==> config.mk <==
export PLATFORM = sky130hd
export DESIGN_NAME = seq_divider_32
export DESIGN_NICKNAME = d
export VERILOG_FILES = /design/src/rtl/seq_divider_32.sv
export SDC_FILE = /design/constraint.sdc
export NUM_CORES = 1
export LEC_CHECK = 0
export ABC_AREA = 1
export CAP_MARGIN = 20
export CORE_MARGIN = 10
export CORE_UTILIZATION = 51
export CTS_CLUSTER_DIAMETER = 150
export DETAILED_ROUTE_END_ITERATION = 7
export PLACE_DENSITY = 0.83
export SETUP_SLACK_MARGIN = 0.2
export SLEW_MARGIN = 20
export SYNTH_ARGS = -nofsm -noshare
export SYNTH_HDL_FRONTEND = slang
export SYNTH_SLANG_ARGS = --single-unit
==> constraint.sdc <==
create_clock -name clk -period 2.14 [get_ports clk]
set_input_delay 0.428 -clock clk [delete_from_list [all_inputs] [get_ports clk]]
set_output_delay 0.428 -clock clk [all_outputs]
set_load 0.03 [all_outputs]
==> src/rtl/seq_divider_32.sv <==
// Signed 32-bit restoring divider, one quotient bit per clock.
// Remainder takes the dividend's sign; quotient truncates toward zero.
module seq_divider_32 #(
  parameter int WIDTH = 32
) (
  input  logic               clk,
  input  logic               reset,
  input  logic               start,
  input  logic [WIDTH-1:0]   dividend,
  input  logic [WIDTH-1:0]   divisor,
  output logic               busy,
  output logic               done,
  output logic               div_by_zero,
  output logic [WIDTH-1:0]   quotient,
  output logic [WIDTH-1:0]   remainder,
  output logic [2*WIDTH-1:0] result
);

  localparam int CW = $clog2(WIDTH);

  typedef enum logic [1:0] {
    IDLE,
    ITER,
    FIX,
    DONE
  } state_t;

  state_t state_q, state_d;

  logic [WIDTH-1:0] dvd_q, dvd_d;
  logic [WIDTH:0]   rem_q, rem_d;
  logic [WIDTH-1:0] dvs_q, dvs_d;
  logic [CW-1:0]    cnt_q, cnt_d;
  logic             sgnq_q, sgnq_d;
  logic             sgnr_q, sgnr_d;
  logic [WIDTH-1:0] quo_q, quo_d;
  logic [WIDTH-1:0] rmd_q, rmd_d;
  logic             dbz_q, dbz_d;

  logic [WIDTH+1:0] shifted;
  logic [WIDTH+1:0] trial;
  logic             neg;
  logic             zero_dvs;

  assign zero_dvs = (divisor == '0);
  assign shifted  = {rem_q, dvd_q[WIDTH-1]};
  assign trial    = shifted - {2'b00, dvs_q};
  assign neg      = trial[WIDTH+1];

  always_ff @(posedge clk or negedge reset) begin
    if (!reset) begin
      state_q <= IDLE;
    end else begin
      state_q <= state_d;
    end
  end

  always_comb begin
    state_d = state_q;
    unique case (state_q)
      IDLE: if (start) state_d = zero_dvs ? DONE : ITER;
      ITER: if (cnt_q == CW'(WIDTH-1)) state_d = FIX;
      FIX:  state_d = DONE;
      DONE: state_d = IDLE;
      default: state_d = IDLE;
    endcase
  end

  always_comb begin
    busy = (state_q != IDLE);
    done = (state_q == DONE);
  end

  // Operands are stored as magnitudes; signs are reapplied in FIX.
  always_comb begin
    dvd_d  = dvd_q;
    rem_d  = rem_q;
    dvs_d  = dvs_q;
    cnt_d  = cnt_q;
    sgnq_d = sgnq_q;
    sgnr_d = sgnr_q;
    quo_d  = quo_q;
    rmd_d  = rmd_q;
    dbz_d  = dbz_q;
    unique case (state_q)
      IDLE: begin
        if (start) begin
          sgnq_d = dividend[WIDTH-1] ^ divisor[WIDTH-1];
          sgnr_d = dividend[WIDTH-1];
          dvd_d  = dividend[WIDTH-1] ? -dividend : dividend;
          dvs_d  = divisor[WIDTH-1] ? -divisor : divisor;
          rem_d  = '0;
          cnt_d  = '0;
          dbz_d  = zero_dvs;
          if (zero_dvs) begin
            quo_d = '1;
            rmd_d = dividend;
          end
        end
      end
      ITER: begin
        dvd_d = {dvd_q[WIDTH-2:0], ~neg};
        rem_d = neg ? shifted[WIDTH:0] : trial[WIDTH:0];
        cnt_d = cnt_q + 1'b1;
      end
      FIX: begin
        quo_d = sgnq_q ? -dvd_q : dvd_q;
        rmd_d = sgnr_q ? -rem_q[WIDTH-1:0] : rem_q[WIDTH-1:0];
      end
      default: ;
    endcase
  end

  always_ff @(posedge clk or negedge reset) begin
    if (!reset) begin
      dvd_q  <= '0;
      rem_q  <= '0;
      dvs_q  <= '0;
      cnt_q  <= '0;
      sgnq_q <= 1'b0;
      sgnr_q <= 1'b0;
      quo_q  <= '0;
      rmd_q  <= '0;
      dbz_q  <= 1'b0;
    end else begin
      dvd_q  <= dvd_d;
      rem_q  <= rem_d;
      dvs_q  <= dvs_d;
      cnt_q  <= cnt_d;
      sgnq_q <= sgnq_d;
      sgnr_q <= sgnr_d;
      quo_q  <= quo_d;
      rmd_q  <= rmd_d;
      dbz_q  <= dbz_d;
    end
  end

  assign quotient    = quo_q;
  assign remainder   = rmd_q;
  assign div_by_zero = dbz_q;
  assign result      = {rmd_q, quo_q};

endmodule

Word-level counts from Yosys, hierarchy flattened
Index checks and enable logic that the tools add are counted.
W data, S select, Z words.
{ "op_classes": {"bitwise_logic": 2, "n_reduce_logical": 9, "eq_ne": 7, "add_sub_neg": 6, "n_mux": 21} }
{ "op_table": {"columns": ["cell", "count"], "rows": [
  ["$mux W32", 9],
  ["$pmux W32 S2", 3],
  ["$neg A32 Y32", 4],
  ["$mux W33", 2],
  ["$pmux W33 S2", 1],
  ["$sub A34 B32 Y34", 1],
  ["$logic_not A32 Y1", 1],
  ["$pmux W5 S2", 1],
  ["$pmux W2 S4", 1],
  ["$mux W2", 3],
  ["$ne A2 B2 Y1 const B", 3],
  ["$reduce_and A2 Y1", 3],
  ["$reduce_bool A2 Y1", 3],
  ["$add A5 B1 Y5 const B", 1],
  ["$eq A5 B5 Y1 const B", 1],
  ["$mux W5", 1],
  ["$eq A2 B2 Y1 const B", 2],
  ["$reduce_and A3 Y1", 1],
  ["$eq A2 B1 Y1 const B", 1],
  ["$logic_not A2 Y1", 1],
  ["$not A1 Y1", 1],
  ["$xor A1 B1 Y1", 1]
]} }
{ "word_totals": {"register_bits": 171, "word_cells": 55} }

Depth between registers and ports, before layout
{ "logic_depth": {"word_depth": 4, "ltp_mapped": 18, "ltp_nobuf": 17} }

Least setup slack after synthesis
Ideal clock, no wire load.
{ "synth_path": {"path_type": "register to register", "from": "register rem_q[7]", "to": "register rem_q[18]", "synth_period_minus_slack_ns": 2.024, "stages_incl_launch_ff": 17, "t_arrival_ns": 1.906, "setup_slack_ns": 0.116, "cell_sequence": "dfrtp_1 -> ha_1 -> nand2_1 -> inv_1 -> nand2_1 -> nand2_1 -> inv_2 -> nand3_2 -> nand2_2 -> nand2_2 -> nand2_2 -> nand2_4 -> nand2_4 -> buf_2 -> nand3_1 -> nand3_1 -> nand2_1"} }
{ "synth_via": {"elab_chain_cells": 3} }
{ "synth_rtl": {"columns": ["item", "line_no", "source"], "rows": [
  ["start: declaration", "31", "logic [WIDTH:0] rem_q, rem_d;"],
  ["start signal: assignment", "127", "rem_q <= rem_d;"],
  ["$sub A34 B32 Y34", "47", "assign trial = shifted - {2'b00, dvs_q};"],
  ["$mux W33", "103", "rem_d = neg ? shifted[WIDTH:0] : trial[WIDTH:0];"],
  ["$pmux W33 S2", "85", "unique case (state_q)"]
]} }
Every way passes these cells.
A chain may end at the register's enable or synchronous reset.

Final worst setup path
{ "layout_path": {"from": "register rem_q[9]", "to": "register rmd_q[30] (netlist: remainder[30])"} }
{ "layout_via": {"elab_chain_cells": 3} }
{ "layout_rtl": {"columns": ["item", "line_no", "source"], "rows": [
  ["$neg A32 Y32", "108", "rmd_d = sgnr_q ? -rem_q[WIDTH-1:0] : rem_q[WIDTH-1:0];"],
  ["$mux W32", "108", null],
  ["$pmux W32 S2", "85", null],
  ["end signal: assignment", "133", "rmd_q <= rmd_d;"],
  ["end: declaration", "37", "logic [WIDTH-1:0] rmd_q, rmd_d;"]
]} }
Every way passes these cells.

==> run metrics <==
status finished with violations; failing checks design-rule violations, negative setup slack; setup TNS -4580 ps; Finished Core Util 0.816; cell accounting for the most synthesized area dfrtp_1; #FFs+latches synth roughly 170; number of flops mapped to enable cells by yosys 0; Design Power between 40 and 50 mW; data required time at the worst endpoint around 2500 ps; vias in the first global route between 15000 and 20000; fin cells ~3200; core area between 0.02 and 0.03 mm2; Critical Path AT roughly 2900 ps; startpoint types register; Tcrit/Tclk final 1.15; Main synth FF type dfrtp_1; LEAKAGE between 10 and 15 nW; worst setup path end remainder[30]; RSZ-0062 raised after global routing true; worst-case clock buffer depth 2; Peak VDD IR just under 0.0009 V; Initial Utilization 0.519; Pre-antenna DRT Iters 8; share of synthesized registers carrying an async set or reset 1.00; post-synthesis sequential area ratio 0.296; DP Area 0.0185 mm2; Yosys cell types 43; dpl ws -533 ps; clk sinks 171; Worst R2R Setup Slack -310 ps; final setup vio count 40; slowest CP cell dfrtp_2; largest net degree at the start of global routing just under 100; Slew Limit Fails 0; f_max 408 MHz; Clock Latency Late Sink between 400 and 500 ps; average size of a mapped cell just over 6 um2; Setup WS post-layout -312 ps; Worst R2R Start rem_q[9]; share of cells above drive strength 1 0.315; final instance area ~0.023 mm2; Fill cells roughly 1700; Root Driver clkbuf_16; type of the worst setup path reg2reg; fin crit period about 2500 ps; top post-synthesis cells by area dfrtp_1 (30%), nand2_1 (19%), nand3_1 (8.2%); first-pass GRT wire length just under 90 mm; delay-heaviest family, CP simple AND/OR/NAND/NOR gates; DR DRC count 54; IO Port Bufs 197; Iteration-0 DRC Markers roughly 2700; max_slew headroom 0.401; nets@finish ~2900; Ports between 150 and 200; Reg2Reg Depth 11; Congestion Overflow GR 0; Area Overhead vs Synth 57.0%; initial antenna violation count 3; H-tree depth 4; reg2reg end remainder[30]; Num CTS Buffers 17; die width between 150 and 200 um; MaxCap Viol Count 0; drt via density 5.93; Setup Skew 11.9 ps; Crit Path Max Fanout 3; Final ANT Viol Nets 0; Total Routed Length 66.8 mm; site row count a little over 60; CP endpoint kind register; pwr/cell area 1850 mW/mm2; Chip Height between 150 and 200 um; Worst-path clk slew ~80 ps; Post-Synthesis Cells about 2300; GR Util All Layers 0.309; Hold Path Class in2async; wire per inst approximately 21 um; dpl cells between 3000 and 4000; Crit path depth 11; CP Cell Sequence buf_4 -> nor2_4 -> nand3_4 -> nor2_4 -> nand4_1 -> buf_4 -> nor2_1 -> o21ai_1 -> o211ai_1 -> nand2_1 -> nand2_1; CP Launch Point rem_q[9]; hold_ws between 300 and 400 ps; worst slew pin tran between 800 and 900 ps; post-synth top area share 0.296; CTS tree yes; worst path buffer plus inverter count 2; DP Wirelength about 42 mm; final RePlAce weighted congestion between 0.9 and 1; Mapped Nets ~2400; Post-Synthesis Cell Area ~0.014 mm2; die area 0.0355 mm2; crit-path max cell delay around 470 ps; synth cell count leaders nand2_1 (743), inv_1 (285), nand3_1 (237), nor2_1 (221), o21ai_0 (179); Final Hold Fails 0; routed via count about 19000; Synth warnings 0; most common cell in the netlist nand2_1
-- report_power, final --
group          internal (mW)  total (mW)  switching, mW
sequential              4.83        6.42           1.59
combinational           12.7        32.2           19.5
clock                   1.86        3.40           1.54
total                   19.4        42.0           22.7
-- worst min-delay path by stage --
| stage | from | end | slack (ps) |
|---|---|---|---|
| finish | reset | remainder[3] | 330 |
| global route | reset | remainder[3] | 330 |
| CTS | reset | rem_q[6] | 350 |
| detailed placement | reset | remainder[1] | 240 |
| global placement | reset | remainder[1] | 240 |
| floorplan | reset | cnt_q[0] | 130 |
-- sequential cells by signal, summed over array words and instances (netlist names) --
name	count
div_by_zero	1
dvd_q	32
remainder	32
cnt_q	5
sgnq_q	1
state_q	2
quotient	32
sgnr_q	1
rem_q	33
dvs_q	32
-- cells by family (layout without fill, tap and decap cells) --
family | after synthesis | in the layout | share of synthesized area
buffers and inverters | 439 | 929 | 0.137
other | 0 | 1 | 0
xor gates and xnor gates | 58 | 58 | 0.0351
and+or+nand+nor | 1306 | 1306 | 0.380
AOI/OAI and AO/OA | 312 | 312 | 0.115
adders and majority gates | 43 | 43 | 0.0377
DFF | 171 | 171 | 0.296
-- per-layer routing --
layer  global-route usage  routed length, um
met3               0.0565               7750
met2                0.503              30400
met1                0.399              24600
met5                    0                 99
met4                0.114               3960
-- area by class of cell --
type | instances | area (um2) | area share
clock inverters | 15 | 194 | 0.00853
inverters | 294 | 1120 | 0.0494
multi-input cells | 1719 | 10200 | 0.451
well taps | 378 | 473 | 0.0208
clock buffers | 17 | 425 | 0.0187
repair buffers | 603 | 5960 | 0.262
diodes | 1 | 2.50 | 0.000110
flip-flops and latches | 171 | 4310 | 0.190
-- what timing repair did --
action / 4_1_cts / 5_1_grt
buffers inserted: 59 / 54
hold buffers: 1 / 0
cloned: 3 / 6
gates resized for setup: 229 / 537
pin swaps: 85 / 174
endpoints found under the hold margin: 7 / 0
endpoints found under the setup margin: 264 / 271
-- layout by cell type, fill, tap and decap left out, types with 34 or more instances in the layout --
master,Yosys,layout
nand2_2,5,70
buf_4,74,339
nor2_2,8,58
inv_2,4,54
nand2_1,743,654
buf_6,6,43
o21ai_0,179,140
dfrtp_1,171,149
inv_1,285,231
xor2_1,38,36
a21oi_1,84,74
nor2_1,221,137
nor2_4,2,36
nand3_1,237,155
nand3_2,4,71
ha_4,0,34
dlymetal6s2s_1,0,172
o21ai_1,6,35
No activity file was read; power rests on OpenSTA's default activity.
